## src/rtl/hack_alu_pkg.sv

```systemverilog
// Shared definitions for the Hack ALU: data width, control word layout and canonical opcodes.
package hack_alu_pkg;

  localparam int unsigned WORD_W = 16;

  typedef logic [WORD_W-1:0] word_t;

  // Field order matches the Hack instruction c-bits a..f: {zx, nx, zy, ny, f, no}.
  typedef struct packed {
    logic zx;
    logic nx;
    logic zy;
    logic ny;
    logic f;
    logic no;
  } alu_ctrl_t;

  localparam alu_ctrl_t OP_ZERO    = 6'b101010;
  localparam alu_ctrl_t OP_ONE     = 6'b111111;
  localparam alu_ctrl_t OP_NEG_ONE = 6'b111010;
  localparam alu_ctrl_t OP_X       = 6'b001100;
  localparam alu_ctrl_t OP_Y       = 6'b110000;
  localparam alu_ctrl_t OP_NOT_X   = 6'b001101;
  localparam alu_ctrl_t OP_NOT_Y   = 6'b110001;
  localparam alu_ctrl_t OP_NEG_X   = 6'b001111;
  localparam alu_ctrl_t OP_NEG_Y   = 6'b110011;
  localparam alu_ctrl_t OP_X_INC   = 6'b011111;
  localparam alu_ctrl_t OP_Y_INC   = 6'b110111;
  localparam alu_ctrl_t OP_X_DEC   = 6'b001110;
  localparam alu_ctrl_t OP_Y_DEC   = 6'b110010;
  localparam alu_ctrl_t OP_ADD     = 6'b000010;
  localparam alu_ctrl_t OP_X_SUB_Y = 6'b010011;
  localparam alu_ctrl_t OP_Y_SUB_X = 6'b000111;
  localparam alu_ctrl_t OP_AND     = 6'b000000;
  localparam alu_ctrl_t OP_OR      = 6'b010101;

  function automatic alu_ctrl_t pack_ctrl(input logic zx, input logic nx, input logic zy,
                                          input logic ny, input logic f, input logic no);
    alu_ctrl_t c;
    c.zx = zx;
    c.nx = nx;
    c.zy = zy;
    c.ny = ny;
    c.f  = f;
    c.no = no;
    return c;
  endfunction

endpackage

```

## src/rtl/hack_alu_core.sv

```systemverilog
// Purely combinational Hack ALU datapath: operand conditioning, add/AND, output invert and flags.
module hack_alu_core
  import hack_alu_pkg::*;
(
  input  logic [WORD_W-1:0] x_i,
  input  logic [WORD_W-1:0] y_i,
  input  alu_ctrl_t         ctrl_i,
  output logic [WORD_W-1:0] out_o,
  output logic              zr_o,
  output logic              ng_o
);

  word_t x1, x2, y1, y2, sum, r, res;

  always_comb begin
    x1  = ctrl_i.zx ? '0 : x_i;
    x2  = ctrl_i.nx ? ~x1 : x1;
    y1  = ctrl_i.zy ? '0 : y_i;
    y2  = ctrl_i.ny ? ~y1 : y1;
    // Carry out is intentionally dropped; the Hack ISA has no overflow flag.
    sum = x2 + y2;
    r   = ctrl_i.f ? sum : (x2 & y2);
    res = ctrl_i.no ? ~r : r;
  end

  assign out_o = res;
  assign zr_o  = (res == '0);
  assign ng_o  = res[WORD_W-1];

endmodule

```

## src/rtl/hack_alu.sv

```systemverilog
// Hack ALU top. Combinational by default; define HACK_ALU_OUT_REG_EN to register out/zr/ng.
module hack_alu
  import hack_alu_pkg::*;
(
  input  logic              clk_cpu,
  input  logic              rst,
  input  logic [WORD_W-1:0] x,
  input  logic [WORD_W-1:0] y,
  input  logic              zx,
  input  logic              nx,
  input  logic              zy,
  input  logic              ny,
  input  logic              f,
  input  logic              no,
  output logic [WORD_W-1:0] out,
  output logic              zr,
  output logic              ng
);

  alu_ctrl_t         ctrl;
  logic [WORD_W-1:0] core_out;
  logic              core_zr;
  logic              core_ng;

  assign ctrl = pack_ctrl(zx, nx, zy, ny, f, no);

  hack_alu_core u_core (
    .x_i   (x),
    .y_i   (y),
    .ctrl_i(ctrl),
    .out_o (core_out),
    .zr_o  (core_zr),
    .ng_o  (core_ng)
  );

`ifdef HACK_ALU_OUT_REG_EN
  logic [WORD_W-1:0] out_d, out_q;
  logic              zr_d, zr_q;
  logic              ng_d, ng_q;

  // Reset value reflects a zero result so the flags stay consistent with out.
  always_comb begin
    out_d = core_out;
    zr_d  = core_zr;
    ng_d  = core_ng;
    if (rst) begin
      out_d = '0;
      zr_d  = 1'b1;
      ng_d  = 1'b0;
    end
  end

  always_ff @(posedge clk_cpu) begin
    out_q <= out_d;
    zr_q  <= zr_d;
    ng_q  <= ng_d;
  end

  assign out = out_q;
  assign zr  = zr_q;
  assign ng  = ng_q;
`else
  logic unused_clk_rst;
  assign unused_clk_rst = clk_cpu ^ rst;

  assign out = core_out;
  assign zr  = core_zr;
  assign ng  = core_ng;
`endif

endmodule

```

## config.mk

```make
export PLATFORM = sky130hd
export DESIGN_NAME = hack_alu
export DESIGN_NICKNAME = d
export VERILOG_FILES = /design/src/rtl/hack_alu_pkg.sv /design/src/rtl/hack_alu_core.sv /design/src/rtl/hack_alu.sv
export SDC_FILE = /design/constraint.sdc
export NUM_CORES = 1
export LEC_CHECK = 0
export BUFFER_PORTS_ARGS = -buffer_cell sky130_fd_sc_hd__clkbuf_2
export CORE_UTILIZATION = 55
export DETAILED_ROUTE_END_ITERATION = 7
export GPL_TIMING_DRIVEN = 1
export PLACE_DENSITY = 0.85
export SETUP_SLACK_MARGIN = 0.02
export SYNTH_ARGS = -nofsm -noshare
export SYNTH_HDL_FRONTEND = slang
export SYNTH_SLANG_ARGS = --single-unit
```

## constraint.sdc

```tcl
create_clock -name vclk -period 5.41
set_input_delay 0.541 -clock vclk [all_inputs]
set_output_delay 0.541 -clock vclk [all_outputs]
set_load 0.01 [all_outputs]
```

# Word level (Yosys, flattened, before mapping)
# Cells that the tools add are included.
totals:
  register_bits: 0
  latchBits: 0
  ram_bits: 0
  mem_bits_ro: 0
  inputBits: 40
  out_inout_bits: 18
  wordCells: 12
  n_memories: 0
classes:
  n_addsub: 1
  n_mul: 0
  div_mod_pow: 0
  n_lt_le_gt_ge: 0
  eq_ne: 0
  n_shift: 0
  n_mux: 6
  bitwise: 4
  reduce_logical: 1
op_table:
  columns: ["operator", "n"]
  rows:
  - ["$mux 16", 6]
  - ["$not 16->16", 3]
  - ["$add 16x16->16", 1]
  - ["$and 16x16->16", 1]
  - ["$logic_not 16->1", 1]

# Depth between registers and ports, before layout
# Gate-level depths: netlist of the first run.
logic_depth:
  depth_word: 8
  ltp_mapped: 13

# Worst setup path after synthesis of the first run
# OpenSTA, ideal clock, no wires.
synth_timing:
  kind: "input to output"
  startpoint: "in ny"
  endpoint: "out zr"
  arrival_ps: 4242
  setup_slack_ps: 627
  cell_stages: 12
  cell_sequence: "clkbuf_1 -> buf_1 -> xnor2_1 -> fa_1 -> xnor2_1 -> a21oi_1 -> xor2_1 -> or3_1 -> or3_1 -> or4_1 -> or4_1 -> nor4_2"
synth_between:
  elab_chain_cells: 6
  elab_cells_between_ends: 7
  classes_between: "add/sub: 1; mux: 3; bitwise: 2; reduce/logical: 1"
synth_lines:
  columns: ["item", "line_no", "rtl"]
  rows:
  - ["from (decl)", "hack_alu.sv:12", "input logic ny,"]
  - ["$mux 16 *", "hack_alu_core.sv:19", "y2 = ctrl_i.ny ? ~y1 : y1;"]
  - ["$add 16x16->16 or $and 16x16->16 (tied branches)", "hack_alu_core.sv:21, hack_alu_core.sv:22", null]
  - ["$mux 16 *", "hack_alu_core.sv:22", "r = ctrl_i.f ? sum : (x2 & y2);"]
  - ["$not 16->16", "hack_alu_core.sv:23", "res = ctrl_i.no ? ~r : r;"]
  - ["$mux 16 *", "hack_alu_core.sv:23", null]
  - ["named net out[2]", "hack_alu.sv:15", "output logic [WORD_W-1:0] out,"]
  - ["$logic_not 16->1 *", "hack_alu_core.sv:27", "assign zr_o = (res == '0);"]
  - ["to (decl)", "hack_alu.sv:16", "output logic zr,"]
# The timed path passes the listed nets; every way through them passes the cells marked *.

# Worst setup path after layout of the first run
layout_timing:
  startpoint: "in ny"
  endpoint: "out zr"
layout_between:
  elab_chain_cells: 6
  elab_cells_between_ends: 7
  classes_between: "add/sub: 1; mux: 3; bitwise: 2; reduce/logical: 1"
layout_lines:
  columns: ["item", "line_no"]
  rows:
  - ["$mux 16 *", "hack_alu_core.sv:19"]
  - ["$add 16x16->16 or $and 16x16->16 (tied branches)", "hack_alu_core.sv:21, hack_alu_core.sv:22"]
  - ["$mux 16 *", "hack_alu_core.sv:22"]
  - ["$not 16->16", "hack_alu_core.sv:23"]
  - ["$mux 16 *", "hack_alu_core.sv:23"]
  - ["$logic_not 16->1 *", "hack_alu_core.sv:27"]
# Every way passes the cells marked *; elsewhere a longest branch is shown, timed or not.

==> run summary, run 1 <==
Status: finished clean
Internal power: 170 uW
First-pass GRT wire length: 7170 microns
Final period util: 89.9%
Initial antenna violation count: 0
Register area: 0 sq um
Die footprint: 3590 sq um
Syn avg cell area: 6.99 sq um
Seq/Total Area, Yosys: 0%
Setup bufs post-CTS: 0
Critical Path End Type: output port
Post-CTS sizing: 0
Logic pwr share: 100.0%
Detailed Routing Iterations Pass 1: 4
GRT Overall Usage: 24.8%
Largest net degree at the start of global routing: 33
Die W: 59.9 microns
Sw power: 214 uW
Max Transition Viols Final: 0
Yosys cell types: 59
Maximum fanout along the worst path: 16
Overflow after GRT: 0
Detailed-route wire length per cell: 12.1 microns
Critical path's largest stage delay: 570 ps
RSZ-0062 raised after global routing: no
Final Hold Fails: 0
Initial Utilization: 59.0%
Static Leak: 0.859 nW
Die height: 59.9 microns
Num rows: 20
Slew @ Worst Pin: 583 ps
Slowest cell on the critical path: or4_1
Core area: 3130 sq um
Max-slew headroom: 61.1%
Ys Warns: 0
Ports: 58
Largest area contributor in the netlist: xnor2_1
Final core occ: 66.7%
Clock buffers: 0
Post-synth design cell area: 1850 sq um
Gpl congestion: 0.940
Area growth from synthesis to layout: 13.1%
Worst hold path class: in -> out
Port buffer count: 56
Peak VDD IR: 85.2 uV
Kind of critical path: in -> out
Vias in the first global route: 1649
Total negative slack: 0 ps
Residual DRC: 0
Minimum clock period: 4860 ps
Final wirelength: 4180 microns
Vias: 1957
Upper clock frequency limit: 206 MHz
CP startpoint kind: primary input
WP data arrival: 4320 ps
Drt via density: 5.67
MaxCap Viol Count: 0
Most numerous cell in the Yosys netlist: xnor2_1
Final setup viols: 0
Filler Cell Count: 308
Sw frac: 55.8%
Crit path required time: 4870 ps
Mapped Cells: 264
# hold bufs at CTS: 0
First DRT Iteration DRCs: 52
Main area contributors after synthesis: xnor2_1 20%, ha_1 11%, nand2b_1 11%, xor2_1 3.3%, nor2_1 2.8%
N_diodes: 0
Yosys top cell area share: 19.9%
Share of cells above drive strength 1: 21.6%
Synth cell count leaders: 42 x xnor2_1, 32 x nand2b_1, 16 x ha_1
Seq_cells: 0
Clock power frac: 0%
Final nets: 360
Post-DRT Antenna Nets: 0
HPWL after DPL: 3540 microns
Power Density: 184 nW/um^2
Critical path, cell by cell: clkbuf_2, xnor2_1, ha_1, fa_1, a211oi_2, o21ai_0, nor4bb_1, or4_1, a31oi_1, xnor2_1, or4_1, nor4_2, clkbuf_2
Part of the power in registers: 0%
Mapped Nets: 321
power by group through the flow:
stage	combinational [mW]	clock (mW)	sequential, mW
after floorplan	0.292	0	0
after global placement	0.372	0	0
after detailed placement	0.380	0	0
after CTS	0.381	0	0
after global routing	0.429	0	0
final	0.384	0	0
per-stage QoR:
stage	setup WS, ps	instances	power, mW	hold slack [ps]	instance area [sq um]
2_1_floorplan	627	264	0.292	1170	1850
3_3_place_gp	642	345	0.372	1780	2090
3_5_place_dp	553	345	0.380	1800	2090
4_1_cts	544	345	0.381	1800	2090
5_1_grt	365	345	0.429	1860	2090
6_report	547	345	0.384	1790	2090
critical path, delay by kind of cell:
kind                     cells  cell delay [ps]
AO/OA/AOI/OAI                3              740
XOR/XNOR                     2              360
adder cells (fa/ha/maj)      2              720
buffers and inverters        2              470
AND/OR/NAND/NOR              4             1490
area by class of cell:
cell class | instances | area [sq um] | share of cell area (%)
Tap cell | 44 | 55.1 | 2.64
Timing Repair Buffer | 56 | 280 | 13.4
Multi-Input combinational cell | 234 | 1710 | 82.0
Inverter | 11 | 41.3 | 1.98
logic make-up after synthesis:
logic type                 synth area share [%]
buffers and inverters                      7.32
and+or+nand+nor                            34.7
AOI/OAI and AO/OA                          21.2
muxes                                      1.63
xor gates and xnor gates                   23.3
adders and majority gates                  11.9
metal layers:
metal  up-vias  wire length (microns)  global-route usage, %
met5         -                      0                      0
met4         0                      0                      0
met3         0                    238                      0
met2        82                   1890                   41.9
met1       852                   2050                   37.4
li1       1023                      -                      -
path summary, 6_finish.rpt:
check,to,startpoint,cells after the start,slack (ps)
worst max-delay path,zr,ny,13,550
worst min-delay path,out[4],no,3,1790
cells in the final DEF, fill, tap and decap left out, types with 3 or more instances in the layout:
cell type,instances
a211oi_1,3
a21oi_1,10
a31oi_1,4
clkbuf_2,56
ha_1,16
inv_1,10
mux2i_1,3
nand2_1,11
nand2b_1,32
nand3_1,6
nand3b_1,4
nand4_1,4
nor2_1,14
nor3_1,7
nor4_1,4
o211ai_1,4
o21ai_0,9
o21ai_1,6
o31ai_1,3
or3_1,3
or4_1,4
xnor2_1,42
xor2_1,7
Note: power is estimated with default switching activity, not from simulation.
==> inputs of run 2 (changes only) <==
Settings changed: ABC_AREA from default to 1, CORE_UTILIZATION 55 to 57.
==> run 2 against run 1 <==
  * First-iteration DRC count grew to 3.9 times the previous value
  * Worst setup slack better by 1100 ps
  * Core utilization is 0.52 points lower
  * Critical path type unchanged
==> run summary, run 2 <==
First-pass GRT wire length: 9030 microns (was 7170 microns)
Most frequent cells in the layout: 165 x nand2_1, 83 x inv_1, 63 x nand3_1, 56 x clkbuf_2, 31 x xor2_1 (was 56 x clkbuf_2, 42 x xnor2_1, 32 x nand2b_1, 16 x ha_1, 14 x nor2_1)
Die height: 63.9 microns (was 59.9 microns)
Vias: 2588 (was 1957)
Max-slew headroom: 60.3% (was 61.1%)
CP startpoint kind: primary input (unchanged)
Die footprint: 4090 sq um (was 3590 sq um)
Worst hold path class: in -> out (unchanged)
Drt via density: 4.95 (was 5.67)
Total negative slack: 0 ps (unchanged)
Kind of critical path: in -> out (unchanged)
Seq_cells: 0 (unchanged)
Slew @ Worst Pin: 596 ps (was 583 ps)
Yosys cell types: 27 (was 59)
Min-delay src: no (unchanged)
Syn avg cell area: 5.05 sq um (was 6.99 sq um)
MaxCap Viol Count: 0 (unchanged)
Main area contributors after synthesis: nand2_1 28%, nand3_1 14%, inv_1 14%, xor2_1 12%, ha_1 9.2% (was xnor2_1 20%, ha_1 11%, nand2b_1 11%, xor2_1 3.3%, nor2_1 2.8%)
GR Util met1: 35.9% (was 37.4%)
Detailed-route wire length per cell: 9.70 microns (was 12.1 microns)
Upper clock frequency limit: 269 MHz (was 206 MHz)
GRT Overall Usage: 26.2% (was 24.8%)
Status: finished clean (unchanged)
Vias in the first global route: 2246 (was 1649)
# hold bufs at CTS: 0 (unchanged)
Initial Utilization: 59.7% (was 59.0%)
Seq/Total Area, Yosys: 0% (unchanged)
Detailed Routing Iterations Pass 1: 6 (was 4)
HPWL after DPL: 4240 microns (was 3540 microns)
Final period util: 68.6% (was 89.9%)
Endpoint, Worst Hold: out[10] (was out[4])
Die W: 63.9 microns (was 59.9 microns)
Largest net degree at the start of global routing: 28 (was 33)
Port buffer count: 56 (unchanged)
Register area: 0 sq um (unchanged)
Crit path required time: 4870 ps (about the same)
Minimum clock period: 3710 ps (was 4860 ps)
Area growth from synthesis to layout: 10.9% (was 13.1%)
Met3 usage: 0.357% (was 0%)
Maximum fanout along the worst path: 16 (unchanged)
Num rows: 22 (was 20)
Post-synth design cell area: 2190 sq um (was 1850 sq um)
Mapped Cells: 433 (was 264)
Mapped Nets: 490 (was 321)
Critical Path End Type: output port (unchanged)
Ys Warns: 0 (unchanged)
Core area: 3660 sq um (was 3130 sq um)
Post-DRT Antenna Nets: 0 (unchanged)
Residual DRC: 0 (unchanged)
Static Leak: 1.59 nW (was 0.859 nW)
Max Transition Viols Final: 0 (unchanged)
Commonest non-fill, non-tap cell in the layout: nand2_1 (was clkbuf_2)
Synth cell count leaders: 165 x nand2_1, 83 x inv_1, 63 x nand3_1 (was 42 x xnor2_1, 32 x nand2b_1, 16 x ha_1)
Final nets: 534 (was 360)
Largest area contributor in the netlist: nand2_1 (was xnor2_1)
Final Hold Fails: 0 (unchanged)
Busiest grt layer: met2 (unchanged)
Hold-critical path depth: 4 (was 3)
First DRT Iteration DRCs: 203 (was 52)
M2 GR Usage: 46.7% (was 41.9%)
Initial antenna violation count: 0 (unchanged)
N_diodes: 0 (unchanged)
RSZ-0062 raised after global routing: no (unchanged)
Final wirelength: 5070 microns (was 4180 microns)
Total Power: 411 uW (was 384 uW)
WP data arrival: 3170 ps (was 4320 ps)
Peak VDD IR: 86.5 uV (was 85.2 uV)
Most numerous cell in the Yosys netlist: nand2_1 (was xnor2_1)
Overflow after GRT: 0 (unchanged)
Yosys top cell area share: 28.3% (was 19.9%)
Post-CTS sizing: 0 (unchanged)
Clock buffers: 0 (unchanged)
Ports: 58 (unchanged)
Final setup viols: 0 (unchanged)
Setup bufs post-CTS: 0 (unchanged)
Power Density: 170 nW/um^2 (was 184 nW/um^2)
Share of cells above drive strength 1: 16.6% (was 21.6%)
Gpl congestion: 0.853 (was 0.940)
==> run 2: kinds of logic after synthesis <==
family / share of synthesized area [%]
AO/OA/AOI/OAI: 3.32
XOR/XNOR: 12.8
adder cells (fa/ha/maj): 10.1
buffers and inverters: 19.5
AND/OR/NAND/NOR: 54.3
==> run 2: final cells by class <==
type	count	area [sq um]
Multi-Input combinational cell	333	1760
Fill cell	367	1240
Inverter	86	323
Timing Repair Buffer	56	280
Tap cell	48	60.1
==> run 2: metrics by stage <==
step                setup WS, ps  cell area [sq um]  utilization (%)  hold slack [ps]  cells
global route                1320               2420             66.2             1720    523
CTS                         1690               2420             66.2             1670    523
floorplan                   1960               2190                -             1390    433
global placement            1760               2420             66.2             1680    523
finish                      1700               2420             66.2             1680    523
detailed placement          1700               2420             66.2             1670    523
==> run 2: worst max-delay path, cell delays in order <==
cell and delay [ps]:
clkbuf_2 80, inv_1 340, nand2_1 130, xnor2_1 150, ha_1 270, fa_1 420
nand2_1 100, nand2_1 90, nand3_2 90, nand2_2 80, nand2_1 90, nand3b_1 110
nand3_2 110, nand2_1 70, nand2_1 70, nand2_2 80, nor2_2 80, nand2_1 50
nor2_1 90, clkbuf_2 130
==> run 2: how the worst max path moves through the flow <==
stage          startpoint  end
4_1_cts                zy   zr
3_5_place_dp           zy   zr
3_3_place_gp           zx   zr
6_report               zy   zr
5_1_grt                zy   zr
2_1_floorplan          ny   zr
==> run 2: where the power goes <==
| part | total (mW) | leakage (nW) | switching (mW) | internal, mW |
|---|---|---|---|---|
| Combinational | 0.411 | 1.59 | 0.259 | 0.152 |
| Clock | 0 | 0 | 0 | 0 |
| Sequential | 0 | 0 | 0 | 0 |
| Total | 0.411 | 1.59 | 0.259 | 0.152 |
==> run 2: routing by layer <==
metal / up-vias / wire length [microns]
li1: 1398 / -
met1: 1082 / 2330
met2: 104 / 2340
met3: 4 / 371
met4: 0 / 30
met5: - / 0
==> inputs of run 3 (changes only) <==
Clock period 5.41 ns to 3.46 ns, I/O delays scaled along.
==> run 3 against run 2 <==
  * Core utilization increased by 1.1 points
  * Die area unchanged
  * Combinational power increased by 57%
  * Final area increased by 1.7%
  * Worst setup slack got worse by 1400 ps
  * Wire length decreased by 0.35%
  * First-iteration DRC count decreased by 27%
  * Largest cell class unchanged
  * Count of clock-buffer cells in the layout unchanged
  * Total power increased by 57%
  * Sequential cell count unchanged
  * Final cell count increased by 0.96%
==> run summary, run 3 (synthesized netlist as in run 2, its figures left out) <==
Status: finished clean (unchanged)
GRT Overall Usage: 26.3% (was 26.2%)
Power Density: 262 nW/um^2 (was 170 nW/um^2)
Slew @ Worst Pin: 517 ps (was 596 ps)
Largest net degree at the start of global routing: 20 (was 28)
Worst hold path class: in -> out (unchanged)
Seq_cells: 0 (unchanged)
Gpl congestion: 0.855 (was 0.853)
Filler Cell Count: 364 (was 367)
Die height: 63.9 microns (unchanged)
Most frequent cells in the layout: 165 x nand2_1, 83 x inv_1, 63 x nand3_1, 56 x clkbuf_2, 31 x xor2_1 (unchanged)
Wire length on met1: 2390 microns (was 2330 microns)
Clock buffers: 0 (unchanged)
Peak VDD IR: 124 uV (was 86.5 uV)
Hold-critical path depth: 4 (unchanged)
Critical Path End Type: output port (unchanged)
Top Metal Used: met4 (unchanged)
Share of cells above drive strength 1: 17.7% (was 16.6%)
RSZ-0062 raised after global routing: no (unchanged)
Overflow after GRT: 0 (unchanged)
Final nets: 539 (was 534)
Kind of critical path: in -> out (unchanged)
Final Hold Fails: 0 (unchanged)
Drt via density: 4.88 (was 4.95)
Routed wl met2: 2320 microns (was 2340 microns)
Area growth from synthesis to layout: 12.8% (was 10.9%)
Final wirelength: 5060 microns (was 5070 microns)
CP startpoint kind: primary input (unchanged)
Die footprint: 4090 sq um (unchanged)
Maximum fanout along the worst path: 10 (was 16)
Upper clock frequency limit: 320 MHz
Setup bufs post-CTS: 0 (unchanged)
Final core occ: 67.3% (was 66.2%)
MaxCap Viol Count: 0 (unchanged)
N_diodes: 0 (unchanged)
Register area: 0 sq um (unchanged)
First-pass GRT wire length: 9030 microns (unchanged)
Num rows: 22 (unchanged)
Static Leak: 1.61 nW (was 1.59 nW)
Residual DRC: 0 (unchanged)
Post-DRT Antenna Nets: 0 (unchanged)
Endpoint, Worst Hold: out[2] (was out[10])
WP data arrival: 2780 ps (was 3170 ps)
Initial antenna violation count: 0 (unchanged)
Placed Cells incl. Taps: 528 (was 523)
Metal3 WL: 326 microns (was 371 microns)
Port buffer count: 56 (unchanged)
Worst setup margin: 334 ps (was 1700 ps)
Max-slew headroom: 65.5% (was 60.3%)
Detailed Routing Iterations Pass 1: 4 (was 6)
HPWL after DPL: 4360 microns (was 4240 microns)
Detailed-route wire length per cell: 9.58 microns (was 9.70 microns)
Post-Layout Cell Count: 528 (was 523)
Core area: 3660 sq um (unchanged)
Final setup viols: 0 (unchanged)
Crit path required time: 3110 ps (was 4870 ps)
Vias: 2574 (was 2588)
Die W: 63.9 microns (unchanged)
Setup Slack @ Placement: 350 ps (was 1700 ps)
Minimum clock period: 3130 ps
Max Transition Viols Final: 0 (unchanged)
Min-delay src: no (unchanged)
Final period util: 90.4%
Vias in the first global route: 2268 (was 2246)
Initial Utilization: 59.7% (unchanged)
Commonest non-fill, non-tap cell in the layout: nand2_1 (unchanged)
Ports: 58 (unchanged)
First DRT Iteration DRCs: 149 (was 203)
Total negative slack: 0 ps (unchanged)
==> run 3: critical path, cell delays in order <==
cell      delay, ps
clkbuf_2        260
buf_4           240
xor2_1          160
inv_1            70
ha_1            380
nand2_1         170
inv_1            50
a21oi_1         240
nand3_1         130
nand2_1          80
nand3_1          70
nand3_1          80
nand2_1          90
nor2_1          120
nand3_1          70
nor2_1           90
clkbuf_2        130
==> run 3: metal layers <==
metal	vias to the layer above	track usage, %
li1	1406	-
met1	1085	35.4
met2	81	47.6
met3	2	0
met4	0	3.41
met5	-	0
==> run 3: what timing repair did <==
action / 4_1_cts / 5_1_grt
setup endpoints to repair: 0 / 1
endpoints found under the hold margin: 0 / 0
gates resized for setup: 0 / 1
hold buffers: 0 / 0
==> run 3: worst max path at each step <==
stage	cells after the start	startpoint	endpoint	slack (ps)
global route	20	zy	zr	70
global placement	19	zy	zr	440
floorplan	18	ny	zr	400
finish	17	ny	zr	330
detailed placement	19	zy	zr	350
CTS	19	zy	zr	340
==> run 3: metrics by stage <==
step	power (mW)	hold WS, ps	instance area (sq um)
final	0.647	1290	2460
after global routing	0.739	1330	2460
after CTS	0.639	1280	2460
after detailed placement	0.637	1280	2460
after global placement	0.620	1280	2460
after floorplan	0.498	999	2190
==> run 3: power by group <==
group / total, mW / switching [mW] / internal [mW]
Combinational: 0.647 / 0.405 / 0.242
Clock: 0 / 0 / 0
Sequential: 0 / 0 / 0
==> run 3: final cells by class <==
class	count	area [sq um]	share of cell area (%)
multi-input combinational	333	1760	71.6
inverter	86	323	13.1
timing repair buffer	61	318	12.9
tap	48	60.1	2.44
